==> src/rtl/mux_scan_n.sv <==
// -----------------------------------------------------------------------------
// mux_scan_n
// Parametrised N:1 multiplexer (N = 2**SEL_W) with a registered output and a
// built-in channel sequencer. In manual mode the channel comes from S. In
// auto-scan mode the block steps through the channels enabled in MASK and holds
// each one for DWELL cycles.
//
// Ports
//   CLK      clock, all state changes on the rising edge
//   RST_BAR  synchronous active-low reset
//   EN_BAR   active-low enable (1 = block parked in IDLE)
//   MODE     0 = manual select, 1 = auto-scan
//   S        manual channel select
//   MASK     per-channel scan enable, bit i includes channel i
//   IN       packed channel data, channel i at IN[i*WIDTH +: WIDTH]
//   OUTPUT   registered data of the channel shown on CH
//   CH       channel currently driven on OUTPUT
//   VALID    OUTPUT carries channel data
//   WRAP     one-cycle pulse when the scan wraps back to the lowest channel
// -----------------------------------------------------------------------------
module mux_scan_n #(
   parameter int WIDTH = 1,
   parameter int SEL_W = 3,
   parameter int DWELL = 4
) (
   input  logic                          CLK,
   input  logic                          RST_BAR,
   input  logic                          EN_BAR,
   input  logic                          MODE,
   input  logic [SEL_W-1:0]              S,
   input  logic [(2**SEL_W)-1:0]         MASK,
   input  logic [(WIDTH*(2**SEL_W))-1:0] IN,
   output logic [WIDTH-1:0]              OUTPUT,
   output logic [SEL_W-1:0]              CH,
   output logic                          VALID,
   output logic                          WRAP
);

   localparam int N     = 2**SEL_W;
   localparam int CNT_W = (DWELL > 1) ? $clog2(DWELL) : 1;
   localparam logic [CNT_W-1:0] CNT_LAST = CNT_W'(DWELL - 1);

   typedef enum logic [1:0] {
      ST_IDLE   = 2'd0,
      ST_MANUAL = 2'd1,
      ST_SCAN   = 2'd2
   } state_t;

   state_t              state_r;
   state_t              state_nxt_s;
   logic [SEL_W-1:0]    ch_r;
   logic [SEL_W-1:0]    ch_nxt_s;
   logic [CNT_W-1:0]    cnt_r;
   logic [CNT_W-1:0]    cnt_nxt_s;
   logic [WIDTH-1:0]    out_r;
   logic [WIDTH-1:0]    out_nxt_s;
   logic                valid_r;
   logic                valid_nxt_s;
   logic                wrap_r;
   logic                wrap_nxt_s;

   logic [SEL_W-1:0]    first_ch_s;
   logic [SEL_W-1:0]    hop_ch_s;
   logic                hop_wrap_s;
   logic                mask_empty_s;
   logic                scan_entry_s;
   logic                dwell_done_s;

   // Data of channel idx taken from the packed input bus.
   function automatic logic [WIDTH-1:0] slice_of(
      input logic [(WIDTH*N)-1:0] data,
      input logic [SEL_W-1:0]     idx
   );
      logic [WIDTH-1:0] res;
      res = {WIDTH{1'b0}};
      for (int i = 0; i < N; i++) begin
         res = (SEL_W'(i) == idx) ? data[i*WIDTH +: WIDTH] : res;
      end
      return res;
   endfunction

   // Lowest set bit of mask (0 when mask is empty; callers guard that case).
   function automatic logic [SEL_W-1:0] lowest_set(input logic [N-1:0] mask);
      logic [SEL_W-1:0] lo;
      lo = {SEL_W{1'b0}};
      // Walking downwards leaves the smallest set index in lo.
      for (int i = N - 1; i >= 0; i--) begin
         lo = mask[i] ? SEL_W'(i) : lo;
      end
      return lo;
   endfunction

   // Next set bit strictly above cur; wraps to the lowest set bit otherwise.
   // Result is {wrapped, channel}.
   function automatic logic [SEL_W:0] next_set(
      input logic [N-1:0]     mask,
      input logic [SEL_W-1:0] cur
   );
      logic [SEL_W-1:0] above;
      logic             found;
      above = {SEL_W{1'b0}};
      found = 1'b0;
      // Walking downwards leaves the closest set bit above cur.
      for (int i = N - 1; i >= 0; i--) begin
         found = (mask[i] && (SEL_W'(i) > cur)) ? 1'b1 : found;
         above = (mask[i] && (SEL_W'(i) > cur)) ? SEL_W'(i) : above;
      end
      return found ? {1'b0, above} : {1'b1, lowest_set(mask)};
   endfunction

   assign first_ch_s               = lowest_set(MASK);
   assign {hop_wrap_s, hop_ch_s}   = next_set(MASK, ch_r);
   assign mask_empty_s             = (MASK == {N{1'b0}});
   // A scan (re)starts from the entry rule whenever we were not already
   // showing a scanned channel: arriving from IDLE/MANUAL, or the mask
   // having been empty on the previous cycle.
   assign scan_entry_s             = (state_r != ST_SCAN) || !valid_r;
   // The held channel is left early when its own mask bit disappears.
   assign dwell_done_s             = (cnt_r == CNT_LAST) || !MASK[ch_r];

   // Next-state and next-output decode.
   always_comb begin
      state_nxt_s = state_r;
      ch_nxt_s    = ch_r;
      cnt_nxt_s   = {CNT_W{1'b0}};
      out_nxt_s   = {WIDTH{1'b0}};
      valid_nxt_s = 1'b0;
      wrap_nxt_s  = 1'b0;

      if (EN_BAR) begin
         state_nxt_s = ST_IDLE;
      end else if (!MODE) begin
         state_nxt_s = ST_MANUAL;
      end else begin
         state_nxt_s = ST_SCAN;
      end

      case (state_nxt_s)
         ST_IDLE: begin
            ch_nxt_s = ch_r;
         end
         ST_MANUAL: begin
            ch_nxt_s    = S;
            out_nxt_s   = slice_of(IN, S);
            valid_nxt_s = 1'b1;
         end
         ST_SCAN: begin
            if (mask_empty_s) begin
               ch_nxt_s = ch_r;
            end else if (scan_entry_s) begin
               ch_nxt_s    = first_ch_s;
               out_nxt_s   = slice_of(IN, first_ch_s);
               valid_nxt_s = 1'b1;
            end else if (dwell_done_s) begin
               ch_nxt_s    = hop_ch_s;
               out_nxt_s   = slice_of(IN, hop_ch_s);
               valid_nxt_s = 1'b1;
               wrap_nxt_s  = hop_wrap_s;
            end else begin
               cnt_nxt_s   = cnt_r + CNT_W'(1'b1);
               out_nxt_s   = slice_of(IN, ch_r);
               valid_nxt_s = 1'b1;
            end
         end
         default: begin
            state_nxt_s = ST_IDLE;
         end
      endcase
   end

   // State and registered outputs, synchronous active-low reset.
   always_ff @(posedge CLK) begin
      if (!RST_BAR) begin
         state_r <= ST_IDLE;
         ch_r    <= {SEL_W{1'b0}};
         cnt_r   <= {CNT_W{1'b0}};
         out_r   <= {WIDTH{1'b0}};
         valid_r <= 1'b0;
         wrap_r  <= 1'b0;
      end else begin
         state_r <= state_nxt_s;
         ch_r    <= ch_nxt_s;
         cnt_r   <= cnt_nxt_s;
         out_r   <= out_nxt_s;
         valid_r <= valid_nxt_s;
         wrap_r  <= wrap_nxt_s;
      end
   end

   assign OUTPUT = out_r;
   assign CH     = ch_r;
   assign VALID  = valid_r;
   assign WRAP   = wrap_r;

endmodule

==> config.mk <==
export PLATFORM = sky130hd
export DESIGN_NAME = mux_scan_n
export DESIGN_NICKNAME = d
export VERILOG_FILES = /design/src/rtl/mux_scan_n.sv
export SDC_FILE = /design/constraint.sdc
export NUM_CORES = 1
export LEC_CHECK = 0
export ABC_AREA = 1
export BUFFER_PORTS_ARGS = -buffer_cell sky130_fd_sc_hd__buf_2
export CORE_ASPECT_RATIO = 2
export CORE_UTILIZATION = 35
export DETAILED_ROUTE_END_ITERATION = 6
export PLACE_DENSITY = 0.65
export SYNTH_ARGS = -nofsm -noshare
export SYNTH_HDL_FRONTEND = slang
export SYNTH_SLANG_ARGS = --single-unit
==> constraint.sdc <==
create_clock -name CLK -period 2.2 [get_ports CLK]
set_input_delay 0.11 -clock CLK [delete_from_list [all_inputs] [get_ports CLK]]
set_output_delay 0.11 -clock CLK [all_outputs]
set_load 0.05 [all_outputs]
Word-level counts from Yosys, hierarchy flattened:

Index checks and enable logic that the tools add are counted.

* bits in registers: 10
* output and inout port bits: 6
* word-level logic and storage cells: 148

* add/subtract/negate cells: 1
* $lt $le $gt $ge: 9
* equality and inequality tests: 34
* mux-type cells: 71
* bitwise gates (word level): 3
* reductions and logical operators: 24

Operator list (number)
* 3-bit two-way mux: 19
* 3-bit == test, first input constant: 16
* 1-bit two-way mux: 45
* 2-bit by 3-bit == test with 1-bit output, first input constant: 8
* 1-bit by 3-bit == test with 1-bit output, first input constant: 4
* 3-bit > comparator, first input constant: 4
* 3-bit zero test: 4
* 5-bit OR reduction: 2
* 1-bit logical AND: 8
* 8-bit zero test: 1
* 1-bit by 3-bit > comparator with 1-bit output, first input constant: 2
* 2-bit by 3-bit > comparator with 1-bit output, first input constant: 2
* 3-bit one-hot mux with 2 select lines: 1
* 2-bit == test, second input constant: 2
* 3-bit by 4-bit < comparator with 1-bit output, second input constant: 1
* 2-bit two-way mux: 2
* 4-bit two-way mux: 1
* 2-bit inequality test, second input constant: 2
* 1-bit one-hot mux with 2 select lines: 2
* 1-bit binary-select mux with 3-bit select: 1
* 3-bit inequality test, second input constant: 1
* 1-bit inverter: 3
* 3-bit AND reduction: 1
* 3-bit OR reduction: 1
* 7 further kinds: 9

Logic depth before layout (Yosys ltp):

Gate-level depths: netlist (run 1).

* word-level depth: 24
* gate-level depth with buffers: 18
* depth with buffers taken out: 18

Least setup slack after synthesis (run 1):

OpenSTA, ideal clock, no wires.

* path type: reg-to-reg
* start point: register ch_r[1], in the netlist CH[1]
* end point: register out_r, in the netlist OUTPUT
* data arrival time: 1926 ps
* required time: 2071 ps
* slack: 145 ps
* stages on the path, launching flop included: 17
* buffers on the path: 1
* path through: dfxtp_1 > buf_6 > nand3_2 > nand2_1 > nand2_2 > nor2_4 > inv_2 > nor2_4 > inv_1 > o21ai_1 > inv_1 > nand3_1 > nand3_1 > nand2_1 > nand2_1 > nand2_1 > a21oi_2

* longest elaborated chain between the ends: 24

Ends and longest elaborated chain
* from (decl): RTL line 51 `logic [SEL_W-1:0] ch_r;`
* from (signal assigned): RTL line 175 `ch_r <= {SEL_W{1'b0}};`
* from (signal assigned): RTL line 182 `ch_r <= ch_nxt_s;`
* 3-bit > comparator: RTL line 105, 106
* 1-bit logical AND: RTL line 105, 106
* 3-bit two-way mux / 1-bit two-way mux (equally long branches) (8 in a row): RTL line 106, 105
* 4-bit two-way mux: RTL line 108 `return found ? {1'b0, above} : {1'b1, lowest_set(mask)};`
* 3-bit zero test: RTL line 77 `res = (SEL_W'(i) == idx) ? data[i*WIDTH +: WIDTH] : res;`
* 1-bit two-way mux (8 in a row): RTL line 77
* 1-bit two-way mux (*): RTL line 154 `end else if (dwell_done_s) begin`
* 1-bit two-way mux (*): RTL line 150 `end else if (scan_entry_s) begin`
* 1-bit two-way mux (*): RTL line 148 `if (mask_empty_s) begin`
* 1-bit one-hot mux with 2 select lines (*): RTL line 138 `case (state_nxt_s)`
* to (signal assigned): RTL line 177 `out_r <= {WIDTH{1'b0}};`
* to (signal assigned): RTL line 184 `out_r <= out_nxt_s;`
* to (decl): RTL line 55 `logic [WIDTH-1:0] out_r;`

Every way passes the cells marked *; elsewhere a longest branch is shown, timed or not. The select of a mux whose other input is x is not followed.
A chain may end at the register's enable or synchronous reset.

Worst setup path after layout (run 1):

Same ends and word-level chain as after synthesis.

==> results of run 1 <==
flip-flops by register name (all words and copies together), names as in the netlist:
signal,cells
CH,3
OUTPUT,1
VALID,1
WRAP,1
cnt_r,2
state_r,2
cell families (layout without fill, tap and decap cells):
| group | after synthesis | after routing | synth area share |
|---|---|---|---|
| simple gates | 97 | 97 | 0.425 |
| fa+ha+maj | 1 | 1 | 0.0111 |
| compound gates | 48 | 48 | 0.244 |
| flops | 10 | 10 | 0.177 |
| buf+inv | 37 | 69 | 0.143 |
layout make-up:
type,count,area [sq um],area share
multi-input cells,146,768,0.567
inverters,34,128,0.0942
flip-flops and latches,10,204,0.151
well taps,30,37.5,0.0277
repair buffers,31,163,0.120
clock buffers,4,55.1,0.0406
timing repair:
action | 4_1_cts | 5_1_grt
gates resized for setup | 0 | 3
buffers inserted | 0 | 0
endpoints found under the setup margin | 0 | 2
cell usage after synthesis:
library cell and instances:
a211oi_1 1, a21boi_1 1, a21oi_1 14, a21oi_2 1, a31oi_1 2, buf_6 3, dfxtp_1 10, ha_1 1
inv_1 30, inv_2 4, nand2_1 41, nand2_2 7, nand2_4 2, nand3_1 18, nand3_2 4, nand4_1 3
nor2_1 16, nor2_4 3, nor3_1 1, o2111ai_1 1, o211ai_1 6, o21ai_0 18, o21ai_1 2, o22ai_1 1
o311ai_0 1, or2_2 2
power by group through the flow:
| stage | registers (mW) | clock network (mW) | logic, mW |
|---|---|---|---|
| 2_1_floorplan | 0.223 | 0 | 0.181 |
| 3_3_place_gp | 0.210 | 0 | 0.277 |
| 6_report | 0.208 | 0.237 | 0.277 |
| 3_5_place_dp | 0.210 | 0 | 0.275 |
| 4_1_cts | 0.207 | 0.238 | 0.276 |
| 5_1_grt | 0.210 | 0.254 | 0.308 |
path summary, 6_finish.rpt:
kind | from | to | slack [ps] | cells after the start
worst max register to register | CH[1] | OUTPUT | 250 | 15
worst min-delay path | MODE | state_r[0] | 90 | 2
worst min register to register | cnt_r[0] | cnt_r[0] | 410 | 1
worst max-delay path | CH[1] | OUTPUT | 250 | 15
layer usage:
layer / global-route usage / part of all wire / vias up
met4: 0.134 / 0.035 / 0
met3: 0.0283 / 0.034 / 11
li1: - / - / 699
met1: 0.204 / 0.37 / 645
met5: 0 / 0 / -
met2: 0.411 / 0.56 / 30
critical path, cell delays in order, from the launching register on:
cell	delay, ps
dfxtp_2	470
nand2_2	130
nand2_2	90
nand2_2	80
nor2_4	130
inv_2	50
nor2_4	100
inv_1	80
o21ai_1	180
inv_1	110
nand3_1	90
nand3_1	80
nand2_1	70
nand2_1	50
nand2_1	80
a21oi_2	50
==> results.tsv, run 1 <==
metric	value	unit
power_switching_share	0.383	
crit_path_end_kind	flip-flop	
grt.overflow.total	0	
hold_viol	0	
cts_tree	built	
grt_usage	0.212	
drc	0	
whs	88.9	ps
worstMarginPinSlew	489	ps
yosysTopAreaCell	dfxtp_1	
hp-class	input pin to flip-flop	
stdcell_count	255	
cts_made_buffers	3	
die_area	0.00347	sq mm
period_needed	1950	ps
wl	3450	microns
die_h	82.4	microns
place.port_buffers	28	
synth_area	0.00113	sq mm
p_comb_frac	0.384	
cts_buffer_depth	2	
syn_inst	193	
power.internal	445	uW
gp_congestion	0.932	
fin_skew	4.94	ps
drt-initial-drc-count	52	
final_antenna_net_count	0	
start_util	0.375	
grt_pass1_vias	1244	
p_total	722	uW
synth.top_cells.by_area	dfxtp_1 18%, nand2_1 14%, inv_1 10%, nand3_1 8.0%, o21ai_0 8.0%	
htreeDepth	1	
crit_type	flip-flop to flip-flop	
synth_seq_cells	10	
yosysSeqAreaShare	0.177	
final_net_count	250	
fin_ws	246	ps
synth_warnings	0	
postLayoutCoreUtil	0.450	
grt_setup_unrepaired	no	
syn_avg_cell_area	5.85	sq um
max-slew-margin-rel	0.670	
setup_viol	0	
holdBufCountCts	0	
firstDrtPassIters	4	
clock_power_share	0.328	
switchingPower	276	uW
clock_latency	250	ps
leakagePower	0.708	nW
dpl_cell_area	0.00130	sq mm
cts.clk_slew.worst_paths	50	ps
place_hpwl	2850	microns
antenna_found_initial	0	
layout_common_cells	41 x nand2_1, 30 x inv_1, 28 x buf_2	
power_density	533	mW/mm^2
seq_power_share	0.289	
final_common_cell	nand2_1	
antenna_cells	0	
critPathLaunchType	flip-flop	
worstPathArrival	2070	ps
fp.coreArea	0.00301	sq mm
setup_tns	0	ps
fill_cells	343	
cp_max_fo	10	
die_w	42.2	microns
wl_per_cell	13.5	microns
rows	28	
vias	1385	
clock.fmax	512	MHz
design.portCount	29	
dp.cells	251	
maxCapViolations	0	
maxSlewViolCount	0	
grt_max_degree	13	
critPathRequiredTime	2320	ps
layout-drive-gt1-share	0.271	
ys_types	26	
clock-sinks	10	
cts_root_buf	clkbuf_8	
status	finished clean	
syn_nets	217	
place_ws	109	ps
fin_crit_sh	0.888	
synth.top_cell.area_share	0.177	
areaGrowthSynthToFinish	19.9	%
final_area	0.00136	sq mm
post_drt_via_cell_ratio	5.43	
ir_worst_vdd	0.325	mV
grt_pass1_wl	5510	microns
Power figures use the tool's default switching activity.
==> run 2: changes to the inputs <==
--- a/config.mk
+++ b/config.mk
@@ -7,10 +7,9 @@
 export LEC_CHECK = 0
 export ABC_AREA = 1
 export BUFFER_PORTS_ARGS = -buffer_cell sky130_fd_sc_hd__buf_2
-export CORE_ASPECT_RATIO = 2
-export CORE_UTILIZATION = 35
+export CORE_UTILIZATION = 53
 export DETAILED_ROUTE_END_ITERATION = 6
-export PLACE_DENSITY = 0.65
+export PLACE_DENSITY = 0.8
 export SYNTH_ARGS = -nofsm -noshare
 export SYNTH_HDL_FRONTEND = slang
 export SYNTH_SLANG_ARGS = --single-unit
==> run 2 against run 1 <==
Effect of this change: sequential power barely moved; via count fell by 1.6%; sequential cell count stayed put; total power shrank 19%; count of clock-buffer cells in the layout is 1 lower; clock skew down 2.5 ps; critical endpoint unchanged; combinational power is 4% lower; die area decreased by 33%; critical path depth did not move; cell area shrank 3.9%; sequential share of layout area up 0.51 points; utilization is 21 points higher.
==> results.tsv, run 2 (same netlist as run 1, synthesis figures left out) <==
metric	value	unit	change
holdPathEnd	state_r[0]		
clock.fmax	506	MHz	-1.1%
fin_crit_sh	0.899		+0.0102
max-slew-margin-rel	0.676		+0.00533
reg2reg_slack	220	ps	-20 ps
wl	2980	microns	-14%
firstDrtPassIters	4		unchanged
die_area	0.00232	sq mm	-33%
ir_worst_vdd	0.268	mV	-18%
wl_per_cell	12.0	microns	-11%
vias	1363		-1.6%
critPathRequiredTime	2330	ps	about the same
htreeDepth	1		unchanged
switchingPower	244	uW	-12%
antenna_found_initial	0		unchanged
hold_viol	0		unchanged
die_h	48.2	microns	-42%
worstMarginPinSlew	481	ps	-7.91 ps
largest_reg_flops	3		unchanged
setup_viol	0		unchanged
start_util	0.570		+0.195
drt-initial-drc-count	77		+48%
fp.coreArea	0.00198	sq mm	-34%
setup_tns	0	ps	unchanged
leakagePower	0.683	nW	-3.5%
min_from	MODE		
reg2reg_depth	15		unchanged
fill_cells	189		-45%
areaGrowthSynthToFinish	15.3	%	
antenna_cells	0		unchanged
multi_input_area	768	sq um	unchanged
final_antenna_net_count	0		unchanged
design.portCount	29		unchanged
gp_congestion	1.01		+7.9%
grt_pass1_wl	4620	microns	-16%
critPathLaunchType	flip-flop		
seq_area	203	sq um	-0.61%
cp_max_fo	8		-2
power_density	451	mW/mm^2	-15%
grt.overflow.total	0		unchanged
grt_usage	0.284		+0.0712
whs	74.6	ps	-14.3 ps
power_switching_share	0.415		+0.0323
place_hpwl	2520	microns	-11%
clock-sinks	10		unchanged
regToRegEndpoint	OUTPUT		
status	finished clean		
grt_max_degree	11		-2
crit_start	CH[0]		
hp-class	input pin to flip-flop		
maxCapViolations	0		unchanged
drc	0		unchanged
p_comb_frac	0.452		+0.068
rows	16		-43%
seq_power_share	0.351		+0.062
crit_path_end_kind	flip-flop		
final_net_count	248		-0.80%
postCtsSetupBuffers	0		unchanged
layout_common_cells	41 x nand2_1, 30 x inv_1, 28 x buf_2		
post_drt_via_cell_ratio	5.47		+0.78%
power.internal	343	uW	-23%
p_total	587	uW	-19%
period_needed	1980	ps	+22.4 ps
final_common_cell	nand2_1		
fin_skew	2.47	ps	-2.47 ps
clock_power_share	0.196		-0.132
layout-drive-gt1-share	0.257		-0.0144
die_w	48.2	microns	+14%
grt_pass1_vias	1138		-8.5%
cts_root_buf	clkbuf_4		
worstPathArrival	2110	ps	+40 ps
r2r-start	CH[0]		
grt_setup_unrepaired	no		
cts_buffer_depth	2		unchanged
hold_depth	2		unchanged
maxSlewViolCount	0		unchanged
cts_made_buffers	3		unchanged
place.port_buffers	28		unchanged
crit_type	flip-flop to flip-flop		
clock_latency	260	ps	about the same
cts.clk_slew.worst_paths	60	ps	about the same
cts_tree	built		
==> run 2: cell types whose count changed in the layout (fill, tap and decap cells not counted), sizes merged <==
| cell | delta |
|---|---|
| buf | -2 |
| clkbuf | -1 |
==> run 2: final cells by class <==
class                      instances  area share
multi-input combinational        146       0.590
inverter                          34      0.0980
sequential                        10       0.156
timing repair buffer              29       0.113
tap                               27      0.0259
clock buffer                       3      0.0173
==> run 2: how the worst max path moves through the flow <==
stage                  end  cells past startpoint
finish              OUTPUT                     15
global route        OUTPUT                     16
CTS                 OUTPUT                     15
detailed placement  OUTPUT                     15
global placement    OUTPUT                     15
floorplan           OUTPUT                     16
==> run 2: metal layers <==
layer,wire length (microns),track usage,share of wire
met3,186,0,0.062
met4,54,0.189,0.018
met5,0,0,0
met1,1290,0.363,0.43
met2,1450,0.467,0.49
==> run 2: power by group through the flow <==
stage / Clock, mW / Combinational (mW) / Sequential, mW
after detailed placement: 0 / 0.262 / 0.209
after CTS: 0.120 / 0.263 / 0.205
final: 0.115 / 0.266 / 0.206
after floorplan: 0 / 0.181 / 0.223
after global placement: 0 / 0.259 / 0.208
after global routing: 0.129 / 0.296 / 0.208
==> run 2: through the flow <==
stage | instances | setup slack (ps) | util | area [sq um]
6_report | 249 | 223 | 0.657 | 1300
5_1_grt | 249 | 30.2 | 0.657 | 1300
4_1_cts | 249 | 158 | 0.656 | 1300
3_5_place_dp | 246 | 168 | 0.645 | 1280
3_3_place_gp | 246 | 165 | 0.645 | 1280
2_1_floorplan | 193 | 145 | - | 1130
==> run 2: critical path, cell delays in order, from the launching register on <==
cell and delay [ps]:
dfxtp_1 530, nand3_2 130, nand2_1 90, nand2_2 70
nor2_4 140, inv_2 50, nor2_4 100, inv_1 80
o21ai_1 160, inv_1 80, nand3_1 110, nand3_1 80
nand2_1 70, nand2_1 50, nand2_1 70, a21oi_2 50
==> run 2: repair_timing <==
action / in CTS / in global routing
hold buffers: 0 / 0
gates resized for setup: 0 / 2
hold endpoints to repair: 0 / 0
setup endpoints to repair: 0 / 1
